`src/rtl/vid_pkg.sv`:
```
// rtl/vid_pkg.sv - display geometry constants, fetch FSM states and count-width helper
package vid_pkg;

    localparam int          H_WORDS = 32;
    localparam int          V_LINES = 768;
    localparam logic [17:0] FB_ORG  = 18'h37FC0;

    typedef enum logic [1:0] {
        IDLE,
        ISSUE,
        WAIT,
        DRAIN
    } fetch_state_e;

    // bits needed to hold a count from 0 to n inclusive
    function automatic int cnt_w(input int n);
        return $clog2(n + 1);
    endfunction

endpackage

```
`src/rtl/vid_fifo.sv`:
```
// rtl/vid_fifo.sv - single-clock first-word-fall-through FIFO with flush; head holds last popped word when empty
import vid_pkg::*;

module vid_fifo #(
    parameter int DEPTH = 32,
    parameter int W     = 32,
    parameter int CW    = cnt_w(DEPTH)
) (
    input  logic          clk,
    input  logic          rst,
    input  logic          flush,
    input  logic          push,
    input  logic [W-1:0]  wdata,
    input  logic          pop,
    output logic [W-1:0]  head,
    output logic [CW-1:0] count,
    output logic          empty
);

    localparam int AW = $clog2(DEPTH);

    logic [W-1:0]  mem [DEPTH];
    logic [AW-1:0] rd_ptr_q, rd_ptr_d;
    logic [AW-1:0] wr_ptr_q, wr_ptr_d;
    logic [CW-1:0] count_q, count_d;
    logic [W-1:0]  last_q, last_d;
    logic          do_push, do_pop;

    assign empty   = (count_q == '0);
    assign do_pop  = pop & ~empty;
    assign do_push = push & ((count_q != CW'(DEPTH)) | do_pop);
    assign head    = empty ? last_q : mem[rd_ptr_q];
    assign count   = count_q;

    always_comb begin
        rd_ptr_d = rd_ptr_q;
        wr_ptr_d = wr_ptr_q;
        count_d  = count_q;
        last_d   = last_q;
        if (flush) begin
            rd_ptr_d = '0;
            wr_ptr_d = '0;
            count_d  = '0;
        end else begin
            if (do_push) begin
                wr_ptr_d = wr_ptr_q + AW'(1);
            end
            if (do_pop) begin
                rd_ptr_d = rd_ptr_q + AW'(1);
                last_d   = mem[rd_ptr_q];
            end
            case ({do_push, do_pop})
                2'b10:   count_d = count_q + CW'(1);
                2'b01:   count_d = count_q - CW'(1);
                default: count_d = count_q;
            endcase
        end
    end

    always_ff @(posedge clk) begin
        if (rst) begin
            rd_ptr_q <= '0;
            wr_ptr_q <= '0;
            count_q  <= '0;
            last_q   <= '0;
        end else begin
            rd_ptr_q <= rd_ptr_d;
            wr_ptr_q <= wr_ptr_d;
            count_q  <= count_d;
            last_q   <= last_d;
        end
    end

    always_ff @(posedge clk) begin
        if (do_push && !flush) begin
            mem[wr_ptr_q] <= wdata;
        end
    end

endmodule

```
`src/rtl/vid_fetch.sv`:
```
// rtl/vid_fetch.sv - burst prefetcher feeding display words bottom-up from SDRAM; VID_FETCH_STATS_EN adds underrun_cnt and fill_min
import vid_pkg::*;

module vid_fetch #(
    parameter logic [17:0] FRAME_BASE = FB_ORG,
    parameter int          LINE_WORDS = H_WORDS,
    parameter int          LINES      = V_LINES,
    parameter int          BURST_LEN  = 8,
    parameter int          DEPTH      = 32
) (
    input  logic        clk,
    input  logic        rst,
    input  logic        ce,
    input  logic        frame_start,
    input  logic        req,
    output logic [31:0] viddata,
    output logic        mem_rd,
    output logic [17:0] mem_addr,
    input  logic        mem_ack,
    input  logic        mem_valid,
    input  logic [31:0] mem_data,
`ifdef VID_FETCH_STATS_EN
    output logic [15:0] underrun_cnt,
    output logic [5:0]  fill_min,
`endif
    output logic        underrun
);

    localparam int CW = cnt_w(DEPTH);
    localparam int FW = cnt_w(BURST_LEN);
    localparam int WW = $clog2(LINE_WORDS);
    localparam int LW = cnt_w(LINES);

    fetch_state_e  state_q, state_d;
    logic [FW-1:0] in_flight_q, in_flight_d;
    logic [WW-1:0] word_q, word_d;
    logic [LW-1:0] line_q, line_d;
    logic          mem_rd_q, mem_rd_d;
    logic          underrun_q, underrun_d;
    logic [CW-1:0] fifo_count;
    logic          fifo_empty;
    logic          empty_req, pop, push, beat, exhausted, room;
    logic [17:0]   line_off;

    assign empty_req = req & ce & fifo_empty;
    assign pop       = req & ce & ~fifo_empty;
    // a beat with nothing outstanding is a protocol error and is ignored
    assign beat      = mem_valid & (in_flight_q != '0) & ((state_q == WAIT) | (state_q == DRAIN));
    assign push      = beat & (state_q == WAIT) & ~frame_start;
    assign exhausted = (line_q == LW'(LINES));
    assign room      = (32'(fifo_count) + 32'(in_flight_q)) <= 32'(DEPTH - BURST_LEN);
    assign line_off  = 18'(32'(line_q) * 32'(LINE_WORDS));
    assign mem_addr  = FRAME_BASE - line_off + 18'(word_q);
    assign mem_rd    = mem_rd_q;
    assign underrun  = underrun_q;

    vid_fifo #(
        .DEPTH (DEPTH),
        .W     (32)
    ) u_fifo (
        .clk   (clk),
        .rst   (rst),
        .flush (frame_start),
        .push  (push),
        .wdata (mem_data),
        .pop   (pop),
        .head  (viddata),
        .count (fifo_count),
        .empty (fifo_empty)
    );

    always_comb begin
        state_d     = state_q;
        in_flight_d = in_flight_q;
        word_d      = word_q;
        line_d      = line_q;
        mem_rd_d    = mem_rd_q;
        underrun_d  = underrun_q | empty_req;
        if (beat) begin
            in_flight_d = in_flight_q - FW'(1);
        end
        unique case (state_q)
            IDLE: begin
                if (room && !exhausted) begin
                    state_d  = ISSUE;
                    mem_rd_d = 1'b1;
                end
            end
            ISSUE: begin
                if (mem_ack) begin
                    state_d     = WAIT;
                    mem_rd_d    = 1'b0;
                    in_flight_d = in_flight_q + FW'(BURST_LEN);
                    word_d      = word_q + WW'(BURST_LEN);
                    if (word_d == '0) begin
                        line_d = line_q + LW'(1);
                    end
                end
            end
            WAIT, DRAIN: begin
                if (in_flight_d == '0) begin
                    state_d = IDLE;
                end
            end
            default: state_d = IDLE;
        endcase
        // an ack coinciding with frame_start is still outstanding and must be drained
        if (frame_start) begin
            word_d   = '0;
            line_d   = '0;
            mem_rd_d = 1'b0;
            state_d  = (in_flight_d != '0) ? DRAIN : IDLE;
        end
    end

    always_ff @(posedge clk) begin
        if (rst) begin
            state_q     <= IDLE;
            in_flight_q <= '0;
            word_q      <= '0;
            line_q      <= '0;
            mem_rd_q    <= 1'b0;
            underrun_q  <= 1'b0;
        end else begin
            state_q     <= state_d;
            in_flight_q <= in_flight_d;
            word_q      <= word_d;
            line_q      <= line_d;
            mem_rd_q    <= mem_rd_d;
            underrun_q  <= underrun_d;
        end
    end

`ifdef VID_FETCH_STATS_EN
    logic [15:0] underrun_cnt_q, underrun_cnt_d;
    logic [5:0]  fill_min_q, fill_min_d;

    assign underrun_cnt = underrun_cnt_q;
    assign fill_min     = fill_min_q;

    always_comb begin
        underrun_cnt_d = underrun_cnt_q;
        fill_min_d     = fill_min_q;
        if (frame_start) begin
            underrun_cnt_d = '0;
            fill_min_d     = '1;
        end else begin
            if (empty_req && (underrun_cnt_q != '1)) begin
                underrun_cnt_d = underrun_cnt_q + 16'd1;
            end
            if (6'(fifo_count) < fill_min_q) begin
                fill_min_d = 6'(fifo_count);
            end
        end
    end

    always_ff @(posedge clk) begin
        if (rst) begin
            underrun_cnt_q <= '0;
            fill_min_q     <= '1;
        end else begin
            underrun_cnt_q <= underrun_cnt_d;
            fill_min_q     <= fill_min_d;
        end
    end
`endif

endmodule
```
`config.mk`:
```
export PLATFORM = sky130hd
export DESIGN_NAME = vid_fetch
export DESIGN_NICKNAME = d
export VERILOG_FILES = /design/src/rtl/vid_pkg.sv /design/src/rtl/vid_fifo.sv /design/src/rtl/vid_fetch.sv
export SDC_FILE = /design/constraint.sdc
export NUM_CORES = 1
export LEC_CHECK = 0
export ABC_AREA = 1
export ABC_CLOCK_PERIOD_IN_PS = 5000
export CAP_MARGIN = 30
export CORE_MARGIN = 8
export CORE_UTILIZATION = 50
export CTS_CLUSTER_SIZE = 24
export DETAILED_ROUTE_END_ITERATION = 6
export DONT_BUFFER_PORTS = 1
export GPL_ROUTABILITY_DRIVEN = 1
export GPL_TIMING_DRIVEN = 1
export SYNTH_ARGS = -nofsm -noshare
export SYNTH_HDL_FRONTEND = slang
export SYNTH_HIERARCHICAL = 1
export SYNTH_SLANG_ARGS = --single-unit
```
`constraint.sdc`:
```
create_clock -name clk -period 5 [get_ports clk]
set_input_delay 1 -clock clk [delete_from_list [all_inputs] [get_ports clk]]
set_output_delay 1 -clock clk [all_outputs]
set_load 0.01 [all_outputs]
```
* Word-level counts from Yosys, hierarchy flattened
Memory sizes are Yosys's and may differ from the RTL's. A register that Yosys moved wholly into a read port is not among the register bits. Cells that the tools add are included. W data, S select, Z words.
Word-level totals: bits in registers 71, bits in writable memories 1024, word-level logic and storage cells 86, memories 1
Cells by class: add/subtract/negate cells 11, order comparisons 1, eq/ne operators 12, multiplexer cells 18, bitwise operators 14, reductions and logical operators 19
Memory list:
- u_fifo.mem | words 32, width 32, rd ports 1, clocked after Yosys merged registers in 1, wr ports 1, RTL line vid_fifo.sv:22 | logic [W-1:0] mem [DEPTH];
Operators by type and width (count):
- $mux W32 | 1
- $add A18 B5 Y18 | 1
- $sub A17 B16 Y18 const A | 1
- $mux W4 | 3
- $pmux W6 S2 | 1
- $add A10 B1 Y10 const B | 1
- $add A5 B1 Y5 const B | 2
- $eq A10 B10 Y1 const B | 1
- $mux W2 | 5
- $mux W5 | 2
- $and A1 B1 Y1 | 9
- $ne A3 B3 Y1 const B | 3
- $reduce_and A3 Y1 | 3
- $reduce_bool A4 Y1 | 2
- $add A6 B4 Y7 | 1
- $le A7 B5 Y1 const B | 1
- $add A6 B1 Y6 const B | 1
- $eq A2 B2 Y1 const B | 3
- $logic_not A6 Y1 | 1
- $ne A6 B6 Y1 const B | 1
- $pmux W2 S3 | 1
- $sub A6 B1 Y6 const B | 1
- $add A5 B4 Y5 const B | 1
- $logic_not A5 Y1 | 1
- other kinds (15) | 28

* Depth between registers and ports, before layout
depth in word-level cells 9, depth in mapped cells 19, mapped depth without buffers 17

* By module
Netlist, hierarchy kept.
Modules (own cells, without submodules):
- vid_fifo | times used 1, cells an instance 3739, area each 43825.8 µm², sequential area each 31810.5 µm²
- vid_fetch | times used 1, cells an instance 241, area each 1524.0 µm², sequential area each 400.4 µm²

* Least setup slack after synthesis
Ideal clock, no wire load.
kind input to register, start in mem_valid, end mem u_fifo.mem[31][0], enable pin, library setup time 461 ps, arrival time 3844 ps, required time 4539 ps, setup slack 695 ps, cell stages on the path 6, path through nand3_2 nor3_1 nand2_1 inv_1 nand2_1 nor3_1
Between the ends: word-level cells in the longest chain between the ends 8
RTL lines:
- start: declaration | RTL line vid_fetch.sv:20 | input logic mem_valid,
- $and A1 B1 Y1 (2 in a row) | RTL line vid_fetch.sv:48 | assign beat = mem_valid & (in_flight_q != '0) & ((state_q == WAIT) | (state_q == DRAIN));
- $and A1 B1 Y1 (2 in a row) | RTL line vid_fetch.sv:49 | assign push = beat & (state_q == WAIT) & ~frame_start;
- via push | RTL line vid_fetch.sv:42 | logic empty_req, pop, push, beat, exhausted, room;
- $and A1 B1 Y1 | RTL line vid_fifo.sv:31 | assign do_push = push & ((count_q != CW'(DEPTH)) | do_pop);
- $logic_and A1 B1 Y1 | RTL line vid_fifo.sv:75 | if (do_push && !flush) begin
- $mux W1 | RTL line vid_fifo.sv:75
- $mux W1 (implied by the code) | RTL line vid_fifo.sv:76 | mem[wr_ptr_q] <= wdata;
- end: declaration | RTL line vid_fifo.sv:22
The timed path passes the listed nets, and every way through them passes these cells.

==> reports/results.ini <==
[timing]
worstMarginPinSlew_ns = 1.06
final-setup-viol-count = 0
finalSetupTns_ns = 0
fin_skew_ns = 0.0249
fin_crit_sh = 0.890
slew_headroom = 0.290
slew_violations = 0
max_freq_mhz = 225
period_needed_ns = 4.45
rsz0062_at_grt = no
hold_violations = 0

[drt]
drt-initial-drc-count = 2867
drc = 0
wl_per_cell_um = 23.0
via_per_inst = 5.68
wl_um = 120000
drtAntennaViolNets = 0
dr.pass1.iters = 6
vias = 29600

[place]
dp_hpwl_um = 65300
dp_cells = 5003
place_congestion = 0.791
portBuffers = 0

[synth]
synth-main-ff-cell = edfxtp_1
synth.most_common_cell = nand2_1
yosysSeqAreaShare = 0.710
yosys-top-cells-count = 1429 x nand2_1, 1024 x edfxtp_1, 855 x nand3_1
ys_top_cells_by_area = edfxtp_1 68%, nand2_1 12%, nand3_1 9.4%
synth_area_leader_cell = edfxtp_1
post-synth-top-area-fraction = 0.678
ys_ff_latch = 1097
syn-cell-area_mm2 = 0.0453
yosysUniqueCellTypes = 38
synth_warnings = 6
syn-mean-instance-area_um2 = 11.4
synth_edf_count = 1024
syn_inst = 3980
async_reset_ff_frac = 0

[clocking]
cts_tree = yes
post_cts_resized = 0
clk-insertion-delay-late_ns = 0.69
root_buffer = clkbuf_16
htreeDepth = 3
clockBufferDepth = 3
cts_setup_buffers = 0
postCtsHoldBufs = 0
cts_made_buffers = 113
clkSlewWorstSetupHoldPaths_ns = 0.07
clock-sinks = 1097

[global_route]
grt_usage = 0.236
grt.met3_usage = 0.0370
antenna_found_initial = 0
grt_pass1_vias = 27800
grt_pass1_wl_um = 179000
use_met2 = 0.377
grt-busiest-layer = met2
gr-total-overflow = 0
grt_max_degree = 162
met1_usage = 0.338

[setup_path]
critical_path.most_common_cell = nand2_1
endpoint_kind = output port
path_class = reg2out
crit_path_top_delay_cell = buf_4
critical_path_peak_fanout = 87
arrival_ns = 3.45
crit_chain = buf_4, nand2_1, nand3_1, nand3_1, nand2_1, nand2_1, nand3_1, nand2_1, o21ai_1
slowest_delay_ns = 0.82
startpoint_type = register
cp.required_ns = 4.00

[layout]
seq_area_mm2 = 0.0322
drive_gt1_frac = 0.0775
final_cell_count_no_fill = 5216
nets = 4002
fillers = 7532
multi_input_area_mm2 = 0.0116
areaGrowthSynthToFinish_pct = 10.6

[floorplan]
die-area_mm2 = 0.101
fp.dieH_um = 317
die_w_um = 317
coreArea_mm2 = 0.0900
initial_core_util = 0.504
row_count = 110
io_pins = 91

[power_and_ir_drop]
power_w = 0.0184
power_density_mw_per_mm2 = 367
leakagePower_nw = 17.9
ir_drop_v = 0.000280

[min_path]
holdCritPathClass = in2reg

[run]
maxCapViolations = 0

[status]
outcome = completed

metrics by stage:
stage	hold WS (ns)	setup slack, ns	instance area (um^2)	util
detailed placement	0.468	1.14	46500	0.517
floorplan	0.447	0.695	45400	-
global route	0.340	0.309	50200	0.557
finish	0.368	0.551	50200	0.557
CTS	0.326	0.484	50200	0.557
global placement	0.458	1.20	46500	0.517
worst max-delay path: cells and delay by family, from the launching register on:
kind,cells,cell delay (ns)
simple gates,7,0.78
buf+inv,1,0.82
compound gates,1,0.38
flops,1,0.69
worst paths after layout:
check	start	end	slack (ns)	cells past startpoint
worst max-delay path	register	viddata[15]	0.55	9
worst min-delay path	rst	underrun	0.37	1
worst max register to register	in_flight_q[1]	u_fifo/mem[12][29]	1.34	10
worst min register to register	u_fifo/rd_ptr_q[2]	register	0.48	2
report_power, final:
| part | switching [W] | internal, W | total, W |
|---|---|---|---|
| Combinational | 0.0000480 | 0.0000208 | 0.0000688 |
| Clock | 0.00348 | 0.00483 | 0.00831 |
| Sequential | 0.00000871 | 0.0100 | 0.0100 |
| Total | 0.00354 | 0.0149 | 0.0184 |
layout make-up:
| cell class | count | area share |
|---|---|---|
| Sequential cell | 1097 | 0.642 |
| Multi-Input combinational cell | 2582 | 0.231 |
| Clock buffer | 140 | 0.0592 |
| Tap cell | 1176 | 0.0293 |
| Timing Repair Buffer | 87 | 0.0195 |
| Clock inverter | 72 | 0.0138 |
| Inverter | 61 | 0.00516 |
| Antenna cell | 1 | 0.0000499 |
logic make-up (layout without fill, tap and decap cells):
group,after synthesis,count (layout),synth area share
AO/OA/AOI/OAI,158,158,0.0178
XOR/XNOR,11,11,0.00212
adder cells (fa/ha/maj),21,21,0.00613
buffers and inverters,303,360,0.0401
flip-flops,1097,1097,0.710
other,2,5,0.000166
AND/OR/NAND/NOR,2388,2388,0.223
flip-flops by register name, indices dropped and copies added, names as in the netlist, named ones only:
register	count
underrun	1
mem_rd	1
u_fifo/count	6
u_fifo/last_q	32
u_fifo/mem	1024
u_fifo/wr_ptr_q	5
u_fifo/rd_ptr_q	5
line_q	10
in_flight_q	4
state_q	2
word_q	2
layer usage:
metal / wire length [um] / part of all wire / vias up
met4: 2840 / 0.024 / 0
met3: 8680 / 0.072 / 188
met5: 0 / 0 / -
li1: - / - / 13800
met2: 56300 / 0.47 / 1070
met1: 52100 / 0.43 / 14600
cells in the final DEF (no fill, tap or decap), types with 6 or more instances in the layout:
| cell type | n |
|---|---|
| inv_6 | 6 |
| clkinv_2 | 23 |
| clkinv_1 | 27 |
| nand4_1 | 7 |
| o21ai_0 | 57 |
| clkbuf_16 | 113 |
| nand3_1 | 855 |
| nor2_4 | 33 |
| nand2_1 | 1429 |
| clkbuf_1 | 23 |
| bufinv_16 | 12 |
| nand2_2 | 7 |
| nor2_1 | 40 |
| xor2_1 | 7 |
| buf_4 | 61 |
| inv_1 | 53 |
| o21ai_1 | 34 |
| edfxtp_1 | 1024 |
| dfxtp_1 | 68 |
| ha_1 | 19 |
| a21oi_1 | 62 |
| buf_12 | 26 |
Note: power is estimated with default switching activity, not from simulation.
